--- config.mk ---
export PLATFORM = sky130hd
export DESIGN_NAME = fxp_add_rr_sched
export DESIGN_NICKNAME = d
export VERILOG_FILES = /design/src/rtl/fxp_pkg.sv /design/src/rtl/fixed_point_add.sv /design/src/rtl/rr_arbiter.sv /design/src/rtl/fxp_add_rr_sched.sv
export SDC_FILE = /design/constraint.sdc
export NUM_CORES = 1
export LEC_CHECK = 0
export ABC_AREA = 1
export ABC_CLOCK_PERIOD_IN_PS = 3100
export CORE_MARGIN = 5
export CORE_UTILIZATION = 40
export CTS_BUF_LIST = sky130_fd_sc_hd__clkbuf_2
export CTS_CLUSTER_SIZE = 40
export DETAILED_ROUTE_END_ITERATION = 10
export PLACE_DENSITY = 0.67
export SETUP_SLACK_MARGIN = 0.05
export SYNTH_ARGS = -nofsm -noshare
export SYNTH_HDL_FRONTEND = slang
export SYNTH_SLANG_ARGS = --single-unit
--- constraint.sdc ---
create_clock -name clk -period 3.1 [get_ports clk]
set_clock_uncertainty 0.05 [all_clocks]
set_input_delay 0.465 -clock clk [delete_from_list [all_inputs] [get_ports clk]]
set_output_delay 0.465 -clock clk [all_outputs]
set_load 0.1 [all_outputs]
--- src/rtl/fxp_pkg.sv ---
// ============================================================================
// Module      : fxp_pkg
// Description : Sign-magnitude fixed-point types and helper functions shared
//               by the round-robin adder scheduler.
// Revision    : 1.0 - initial release
// ============================================================================
`default_nettype none

package fxp_pkg;

  // Default operand/result width: MSB is the sign, the rest is the magnitude.
  localparam int FXP_BITSIZE = 16;

  typedef logic [FXP_BITSIZE-1:0] fxp_t;

  // Sign bit of a sign-magnitude word.
  function automatic logic fxp_sign(input fxp_t v);
    return v[FXP_BITSIZE-1];
  endfunction

  // Magnitude field of a sign-magnitude word.
  function automatic logic [FXP_BITSIZE-2:0] fxp_mag(input fxp_t v);
    return v[FXP_BITSIZE-2:0];
  endfunction

  // Collapse negative zero onto positive zero.
  function automatic fxp_t fxp_neg_zero_fix(input fxp_t v);
    return (fxp_mag(v) == '0) ? '0 : v;
  endfunction

endpackage

`default_nettype wire

--- src/rtl/fixed_point_add.sv ---
// ============================================================================
// Module      : fixed_point_add
// Description : Combinational sign-magnitude adder. Equal signs add the
//               magnitudes (wrapping); differing signs subtract the smaller
//               magnitude from the larger and take the larger's sign, with
//               ties taking B's sign. A zero result is always positive.
// Revision    : 1.0 - initial release
// ============================================================================
`default_nettype none

module fixed_point_add #(
  parameter int BITSIZE = 16
) (
  input  logic [BITSIZE-1:0] a,
  input  logic [BITSIZE-1:0] b,
  output logic [BITSIZE-1:0] sum
);

  localparam int MW = BITSIZE - 1;

  logic          sa, sb, sr;
  logic [MW-1:0] ma, mb, mr;

  // Magnitude compare / add / subtract and sign selection.
  always_comb begin
    sa = a[BITSIZE-1];
    sb = b[BITSIZE-1];
    ma = a[MW-1:0];
    mb = b[MW-1:0];
    if (sa == sb) begin
      mr = ma + mb;
      sr = sa;
    end else if (ma > mb) begin
      mr = ma - mb;
      sr = sa;
    end else begin
      mr = mb - ma;
      sr = sb;
    end
    if (mr == '0) sr = 1'b0;
    sum = {sr, mr};
  end

endmodule

`default_nettype wire

--- src/rtl/rr_arbiter.sv ---
// ============================================================================
// Module      : rr_arbiter
// Description : Cyclic round-robin arbiter. Grants the first active request at
//               or after the pointer; the pointer moves past the winner on
//               every issued grant and holds otherwise.
// Revision    : 1.0 - initial release
// ============================================================================
`default_nettype none

module rr_arbiter #(
  parameter int NUM_REQ = 4,
  parameter int ID_W    = $clog2(NUM_REQ)
) (
  input  logic               clk,
  input  logic               rst_n,
  input  logic [NUM_REQ-1:0] req,
  input  logic               advance,
  output logic [NUM_REQ-1:0] gnt,
  output logic [ID_W-1:0]    gnt_id
);

  logic [ID_W-1:0] ptr;
  logic            found;

  // Cyclic search from the pointer; grant only when the pipeline can accept.
  always_comb begin
    gnt    = '0;
    gnt_id = '0;
    found  = 1'b0;
    for (int off = 0; off < NUM_REQ; off++) begin
      int idx;
      idx = int'(ptr) + off;
      if (idx >= NUM_REQ) idx = idx - NUM_REQ;
      if (!found && req[idx]) begin
        found  = 1'b1;
        gnt_id = idx[ID_W-1:0];
      end
    end
    if (found && advance && rst_n) gnt[gnt_id] = 1'b1;
  end

  // Pointer moves to one past the granted index, wrapping at NUM_REQ.
  always_ff @(posedge clk) begin
    if (!rst_n) begin
      ptr <= '0;
    end else if (|gnt) begin
      ptr <= (gnt_id == ID_W'(NUM_REQ - 1)) ? '0 : gnt_id + 1'b1;
    end
  end

endmodule

`default_nettype wire

--- src/rtl/fxp_add_rr_sched.sv ---
// ============================================================================
// Module      : fxp_add_rr_sched
// Description : Round-robin scheduler sharing one sign-magnitude adder among
//               NUM_REQ requesters. Stage 1 captures the granted operands,
//               stage 2 registers the sum with a valid/ready handshake.
//               Optional macro FXADD_RR_SAT_EN saturates same-sign magnitude
//               overflow and adds a sticky sat_flag output.
// Revision    : 1.0 - initial release
// ============================================================================
`default_nettype none

module fxp_add_rr_sched
  import fxp_pkg::*;
#(
  parameter int BITSIZE = FXP_BITSIZE,
  parameter int NUM_REQ = 4,
  parameter int ID_W    = $clog2(NUM_REQ)
) (
  input  logic                       clk,
  input  logic                       rst_n,
  input  logic [NUM_REQ-1:0]         req,
  input  logic [NUM_REQ*BITSIZE-1:0] a_flat,
  input  logic [NUM_REQ*BITSIZE-1:0] b_flat,
  output logic [NUM_REQ-1:0]         gnt,
  output logic                       res_valid,
  input  logic                       res_ready,
  output logic [ID_W-1:0]            res_id,
  output logic [BITSIZE-1:0]         res_data,
  output logic                       busy
`ifdef FXADD_RR_SAT_EN
  ,
  output logic                       sat_flag
`endif
);

  logic               stall2, stall1, accept;
  logic [ID_W-1:0]    gnt_id;
  logic [BITSIZE-1:0] sel_a, sel_b;
  logic               s1_valid;
  logic [BITSIZE-1:0] s1_a, s1_b;
  logic [ID_W-1:0]    s1_id;
  logic [BITSIZE-1:0] add_sum, stage2_data;

  // Stage 1 only blocks when it is full and the output stage cannot drain.
  assign stall2 = res_valid & ~res_ready;
  assign stall1 = s1_valid & stall2;
  assign accept = ~stall1;
  assign busy   = s1_valid | res_valid;

  rr_arbiter #(
    .NUM_REQ (NUM_REQ),
    .ID_W    (ID_W)
  ) u_arb (
    .clk     (clk),
    .rst_n   (rst_n),
    .req     (req),
    .advance (accept),
    .gnt     (gnt),
    .gnt_id  (gnt_id)
  );

  assign sel_a = a_flat[gnt_id*BITSIZE +: BITSIZE];
  assign sel_b = b_flat[gnt_id*BITSIZE +: BITSIZE];

  // Stage 1: capture the winner's operands and index.
  always_ff @(posedge clk) begin
    if (!rst_n) begin
      s1_valid <= 1'b0;
      s1_a     <= '0;
      s1_b     <= '0;
      s1_id    <= '0;
    end else if (accept) begin
      s1_valid <= |gnt;
      s1_a     <= sel_a;
      s1_b     <= sel_b;
      s1_id    <= gnt_id;
    end
  end

  fixed_point_add #(
    .BITSIZE (BITSIZE)
  ) u_add (
    .a   (s1_a),
    .b   (s1_b),
    .sum (add_sum)
  );

`ifdef FXADD_RR_SAT_EN
  logic [BITSIZE-1:0] mag_sum_ext;
  logic               sat_hit;

  // Same-sign magnitude carry clamps to the largest magnitude.
  assign mag_sum_ext = {1'b0, s1_a[BITSIZE-2:0]} + {1'b0, s1_b[BITSIZE-2:0]};
  assign sat_hit     = s1_valid & (s1_a[BITSIZE-1] == s1_b[BITSIZE-1]) & mag_sum_ext[BITSIZE-1];
  assign stage2_data = sat_hit ? {s1_a[BITSIZE-1], {(BITSIZE-1){1'b1}}} : add_sum;

  // Sticky saturation indicator, set when a saturated result is loaded.
  always_ff @(posedge clk) begin
    if (!rst_n) begin
      sat_flag <= 1'b0;
    end else if (!stall2 && sat_hit) begin
      sat_flag <= 1'b1;
    end
  end
`else
  assign stage2_data = add_sum;
`endif

  // Stage 2: register the sum; hold it while the consumer stalls.
  always_ff @(posedge clk) begin
    if (!rst_n) begin
      res_valid <= 1'b0;
      res_data  <= '0;
      res_id    <= '0;
    end else if (!stall2) begin
      res_valid <= s1_valid;
      res_data  <= stage2_data;
      res_id    <= s1_id;
    end
  end

endmodule

`default_nettype wire

After elaboration in Yosys (flattened, before gate mapping)
Index checks and enable logic that the tools add are counted.
{ "word_totals": {"word_cells": 83, "reg_bits": 56, "output_inout_bits": 24, "input_bits": 135} }
{ "classes": {"n_shift": 2, "bitwise": 5, "reduce_logical": 11, "addsub": 11, "mux": 33, "eq_ne": 2, "magnitude_cmp": 11} }
{ "op_table": {"columns": ["cell", "n"], "rows": [
  ["$lt 32x4->1 const B", 4],
  ["$mux 32", 4],
  ["$shiftx 64x7->16", 2],
  ["$ge 32x4->1 const B", 3],
  ["$sub 32x4->32 const B", 3],
  ["$mux 15", 2],
  ["$sub 15x15->15", 2],
  ["$mux 1", 16],
  ["$add 15x15->15", 1],
  ["$gt 15x15->1", 1],
  ["$logic_not 15->1", 1],
  ["$mux 2", 5],
  ["$bmux 1 s2", 4],
  ["$add 2x2->3 const B", 2],
  ["$logic_and 1x1->1", 6],
  ["$mux 4", 1],
  ["$reduce_or 4->1", 1],
  ["$sub 2x3->4 const B", 1],
  ["$add 2x1->3 const B", 1],
  ["$ge 2x3->1 const B", 1],
  ["$logic_not 1->1", 3],
  ["$lt 2x3->1 const B", 1],
  ["$add 2x1->2 const B", 1],
  ["$and 1x1->1", 2],
  ["6 further kinds", 7]
]} }

Depth between registers and ports, before layout
{ "depth": {"depth_word": 21, "depth_mapped": 22, "ltp_nobuf": 20} }

By module
From an unflattened synthesis, not the netlist that was laid out.
{ "hier_totals": {"hier_cells": 1208, "hier_area_um2": 6861.6} }
{ "modules_own_cells": {"columns": ["mod", "seq_area_each_um2", "n_inst", "area_per_inst_um2", "cells_each"], "rows": [
  ["fixed_point_add", 0.0, 1, 3239.4, 605],
  ["fxp_add_rr_sched", 1081.0, 1, 3146.8, 521],
  ["rr_arbiter", 40.0, 1, 475.5, 82]
]} }

Least setup slack after synthesis
Ideal clock, no wire load.
{ "synth_path": {"kind": "input -> output", "start": "in req[2]", "end": "out gnt[2]", "path_slack_ns": -0.461, "t_required_ns": 2.585, "arrival_ns": 3.046, "n_path_buf": 2, "path_stages": 14, "path_cell_list": "inv_1 o21ai_1 nand2_1 nand2_2 inv_1 and2_4 nor2_2 nand2_2 nand2_4 buf_4 buf_2 ha_1 inv_1 nor2_1"} }
{ "synth_via": {"elab_chain_cells": 18, "elab_cells_between_ends": 34, "classes_between": "order compare (2); mux (23); reduce/logical (9)"} }
{ "synth_rtl": {"columns": ["item", "line_no", "source"], "rows": [
  ["start: declaration", "fxp_add_rr_sched.sv:21", "input logic [NUM_REQ-1:0] req,"],
  ["$bmux 1 s2", "rr_arbiter.sv:34", "if (!found && req[idx]) begin"],
  ["$mux 1 (implied by the code) (2 in a row)", "rr_arbiter.sv:34", null],
  ["$mux 1", "rr_arbiter.sv:34", null],
  ["$logic_not 1->1", "rr_arbiter.sv:34", null],
  ["$logic_and 1x1->1", "rr_arbiter.sv:34", null],
  ["$mux 1", "rr_arbiter.sv:34", null],
  ["$logic_not 1->1", "rr_arbiter.sv:34", null],
  ["$logic_and 1x1->1", "rr_arbiter.sv:34", null],
  ["$mux 1", "rr_arbiter.sv:34", null],
  ["$logic_not 1->1", "rr_arbiter.sv:34", null],
  ["$logic_and 1x1->1", "rr_arbiter.sv:34", null],
  ["$mux 2", "rr_arbiter.sv:34", null],
  ["$lt 2x3->1 (implied by the code) / $ge 2x1->1 (equally long branches)", "rr_arbiter.sv:39", "if (found && advance && rst_n) gnt[gnt_id] = 1'b1;"],
  ["$logic_and 1x1->1 (implied by the code)", "rr_arbiter.sv:39", null],
  ["$mux 1 (implied by the code)", "rr_arbiter.sv:39", null],
  ["$demux 1 s2", null, null],
  ["$mux 4 (*)", "rr_arbiter.sv:39", null],
  ["end: declaration", "fxp_add_rr_sched.sv:24", "output logic [NUM_REQ-1:0] gnt,"]
]} }
Mark *: on every way between the ends. The rest lies on a longest branch, timed or not. The select of a mux whose other input is x is not followed.

Worst setup path after layout
{ "layout_path": {"start": "reg u_arb.ptr[0]", "end": "out gnt[3]"} }
{ "layout_via": {"elab_chain_cells": 20, "elab_cells_between_ends": 49, "classes_between": "add/sub (7); order compare (6); mux (27); reduce/logical (9)"} }
{ "layout_rtl": {"columns": ["item", "line_no", "source"], "rows": [
  ["start: declaration", "rr_arbiter.sv:22", "logic [ID_W-1:0] ptr;"],
  ["start signal: assignment", "rr_arbiter.sv:47", "ptr <= (gnt_id == ID_W'(NUM_REQ - 1)) ? '0 : gnt_id + 1'b1;"],
  ["branches (longest 14 deep; another with $sub 32x4->32)", null, null],
  ["$mux 2 (*)", "rr_arbiter.sv:34", null],
  ["via gnt_id[1]", "fxp_add_rr_sched.sv:37", "logic [ID_W-1:0] gnt_id;"],
  ["$lt 2x3->1 (implied by the code) / $ge 2x1->1 (equally long branches)", "rr_arbiter.sv:39", null],
  ["$logic_and 1x1->1 (implied by the code)", "rr_arbiter.sv:39", null],
  ["$mux 1 (implied by the code)", "rr_arbiter.sv:39", null],
  ["$demux 1 s2 (*)", null, null],
  ["$mux 4 (*)", "rr_arbiter.sv:39", null]
]} }
Mark *: on every way through the listed nets, which the timed path passes. The select of a mux whose other input is x is not followed.

==> impl_metrics.ini <==
[floorplanning]
start_util_pct = 40.3
core_um2 = 15700
die_y_um = 136
dieArea_um2 = 18400
die_width_um = 136
rows = 46
io_pins = 159

[worst_setup_path]
cpMostUsedCell = buf_12
cp.required_ps = 2580
cp_top_family = buffers and inverters
path_class = flip-flop to output pin
critPathSlowestCell = dfxtp_4
reg2reg_depth = 19
crit_arrival_ps = 2510
crit_chain = buf_12, buf_6, xnor2_4, nand2_2, o21ai_2, buf_4, and2_4, nand2_1, nand4_1, nand2_4, inv_4, ha_4, inv_2, nor2_4, buf_12
rrSetupSlack_ps = 250
worstSetupStartpointType = flip-flop
slowest_delay_ps = 420
cp_max_fo = 6
rr_endpoint = res_data[15]
rr_startpoint = s1_a[3]
path_buf_inv = 6
endpoint_kind = output pin

[logic_synthesis]
yosys_warnings = 0
ys.flop_type = dfxtp_1
synth_area_um2 = 6330
synth_seq_cells = 56
synth_cell_type_count = 41
async_reset_ff_share_pct = 0
avgSynthCellArea_um2 = 5.84
syn-num-nets = 1274
synthCells = 1085
synth_edf_count = 0
synth-seq-area-share_pct = 17.7

[placement]
port_buffers = 158
hpwl_mm = 17.6
gp_congestion = 0.960

[detailed_routing]
drc = 0
dr.pass1.iters = 6
via_per_inst = 4.95
antenna_left = 0
via_count = 7226
wire_per_inst_um = 14.6
drtIter0Drc = 574
drt_wl_total_mm = 21.3

[clock_network]
clock_latency_ps = 460
clk_path_buf_depth = 2
cts_tree = built
clock-root-buffer = clkbuf_2
clkSlewWorstSetupHoldPaths_ps = 290
cts_buffers = 5
cts_num_sinks = 56
ctsHoldBuffers = 0
ctsHtreeMaxLevel = 2

[timing]
tightest_slew_ps = 590
slew-limit-headroom_pct = 60.4
setup_viol_count_final = 0
rsz0062_at_grt = yes
fmax_mhz = 331
hold_viol = 0
slew_viol_final = 0
period_minus_slack_ps = 3020
finalCritPeriodShare_pct = 97.5

[global_routing]
grt-ovfl-total = 0
grt_max_degree = 59
grt_usage_pct = 22.8
grt_pass1_vias = 6901
antenna_found_initial = 1
grt_pass1_wl_mm = 33.9

[min_path]
hp-class = flip-flop to flip-flop
hold_path_end = res_data[15]
min-delay-start = res_data[15]
min_path_cells = 2

[layout]
layout.area.seq_um2 = 1120
num-nets-final = 1430
multi_input_area_um2 = 4390
area_growth_syn_to_layout_pct = 32.9
fin_util_pct = 53.6
drive_gt1_share_pct = 10.2
fill_cells = 1626

[run]
timing.max_cap.violations = 0

[run_status]
status = finished, final reports clean
how the worst max path moves through the flow:
stage | depth (start not counted) | slack (ps) | start | to
5_1_grt | 14 | -80 | u_arb.ptr[0] | gnt[2]
2_1_floorplan | 14 | -8 | req[2] | gnt[2]
3_5_place_dp | 15 | 40 | req[2] | gnt[3]
3_3_place_gp | 15 | 90 | req[2] | gnt[3]
6_report | 15 | 80 | u_arb.ptr[0] | gnt[3]
4_1_cts | 14 | 20 | u_arb.ptr[0] | gnt[3]
timing repair:
item	4_1_cts	5_1_grt
setup buffers	8	0
setup endpoints to repair	4	6
pin swaps	11	2
resized for setup	22	9
layer usage:
layer | vias up | routed length [um] | share of wire (%) | track usage [%]
li1 | 3776 | - | - | -
met5 | - | 0 | 0 | 0
met4 | 0 | 439 | 2.1 | 5.77
met2 | 255 | 9790 | 46 | 38.4
met1 | 3168 | 9410 | 44 | 30.0
met3 | 27 | 1690 | 7.9 | 4.44
stage by stage:
step           area, um2  cells  setup TNS (ps)  hold slack [ps]  setup WS (ps)
2_1_floorplan       6350   1085           -7.59              391          -7.59
3_3_place_gp        8160   1442               0              417           90.7
3_5_place_dp        8160   1442               0              414           40.6
4_1_cts             8390   1458               0              445           16.8
5_1_grt             8410   1459            -254              464          -80.9
6_report            8410   1459               0              446           78.0
registers in the layout, summed over array words and instances, names as in the netlist:
register	cells
res_data	16
s1_a	16
s1_b	16
res_id	2
s1_id	2
u_arb.ptr	2
res_valid	1
s1_valid	1
cells in the mapped netlist (4+ instances only):
| cell | number | area [um2] |
|---|---|---|
| xor2_1 | 9 | 78.8 |
| a21oi_1 | 46 | 230 |
| a21oi_2 | 4 | 35.0 |
| o211ai_1 | 10 | 75.1 |
| or2_1 | 8 | 50.1 |
| nand4_1 | 16 | 100 |
| buf_2 | 15 | 75.1 |
| o21ai_0 | 67 | 335 |
| inv_2 | 7 | 26.3 |
| nand2_2 | 13 | 81.3 |
| buf_4 | 8 | 60.1 |
| clkbuf_1 | 15 | 56.3 |
| o21bai_1 | 14 | 105 |
| nor2_1 | 132 | 495 |
| o21ai_1 | 56 | 280 |
| nand2_1 | 262 | 983 |
| ha_1 | 51 | 638 |
| dfxtp_1 | 56 | 1120 |
| buf_6 | 8 | 90.1 |
| or2_0 | 4 | 25.0 |
| o22ai_1 | 9 | 56.3 |
| nand3_1 | 65 | 325 |
| inv_1 | 163 | 612 |
| a31oi_1 | 22 | 138 |
kinds of logic after synthesis:
logic type      synth area share [%]
compound gates                  20.2
xor+xnor                        1.64
flops                           17.7
buf+inv                         14.7
simple gates                    34.7
fa+ha+maj                       11.0
worst reg2reg max path, stage by stage (launching register included):
cell and delay [ps]:
dfxtp_1 470, inv_1 60, ha_1 470, nand2_2 100, inv_2 110, nand2_2 70
inv_2 60, nand2_2 60, nand2_2 80, nand2_2 80, nand2_4 80, nand2_4 130
nand2_1 110, nand2_1 60, a21oi_1 360, nand2_1 100, nor2_1 110, nand3_1 80
nand2_1 80, a21oi_1 60
layout by cell type (no fill, tap or decap), drive strengths merged, types with 2 or more instances in the layout:
master / instances
nand2: 278
inv: 171
nor2: 136
clkdlybuf4s50: 134
o21ai: 124
nand3: 65
buf: 61
dfxtp: 56
ha: 51
a21oi: 50
a31oi: 22
nand4: 16
o21bai: 14
or2: 12
o211ai: 10
xor2: 9
o22ai: 9
clkbuf: 7
nor3: 4
fa: 3
and2: 3
xnor2: 2
layout make-up:
| cell class | instances | share of cell area, % |
|---|---|---|
| inverter | 171 | 7.72 |
| clock inverter | 2 | 0.461 |
| sequential | 56 | 13.4 |
| multi-input combinational | 811 | 52.1 |
| timing repair buffer | 196 | 22.7 |
| tap | 216 | 3.21 |
| clock buffer | 6 | 0.357 |
| antenna | 1 | 0.0297 |
Power is not shown: default switching activity piles up to over one toggle a cycle in this logic, so the estimate is an artifact.
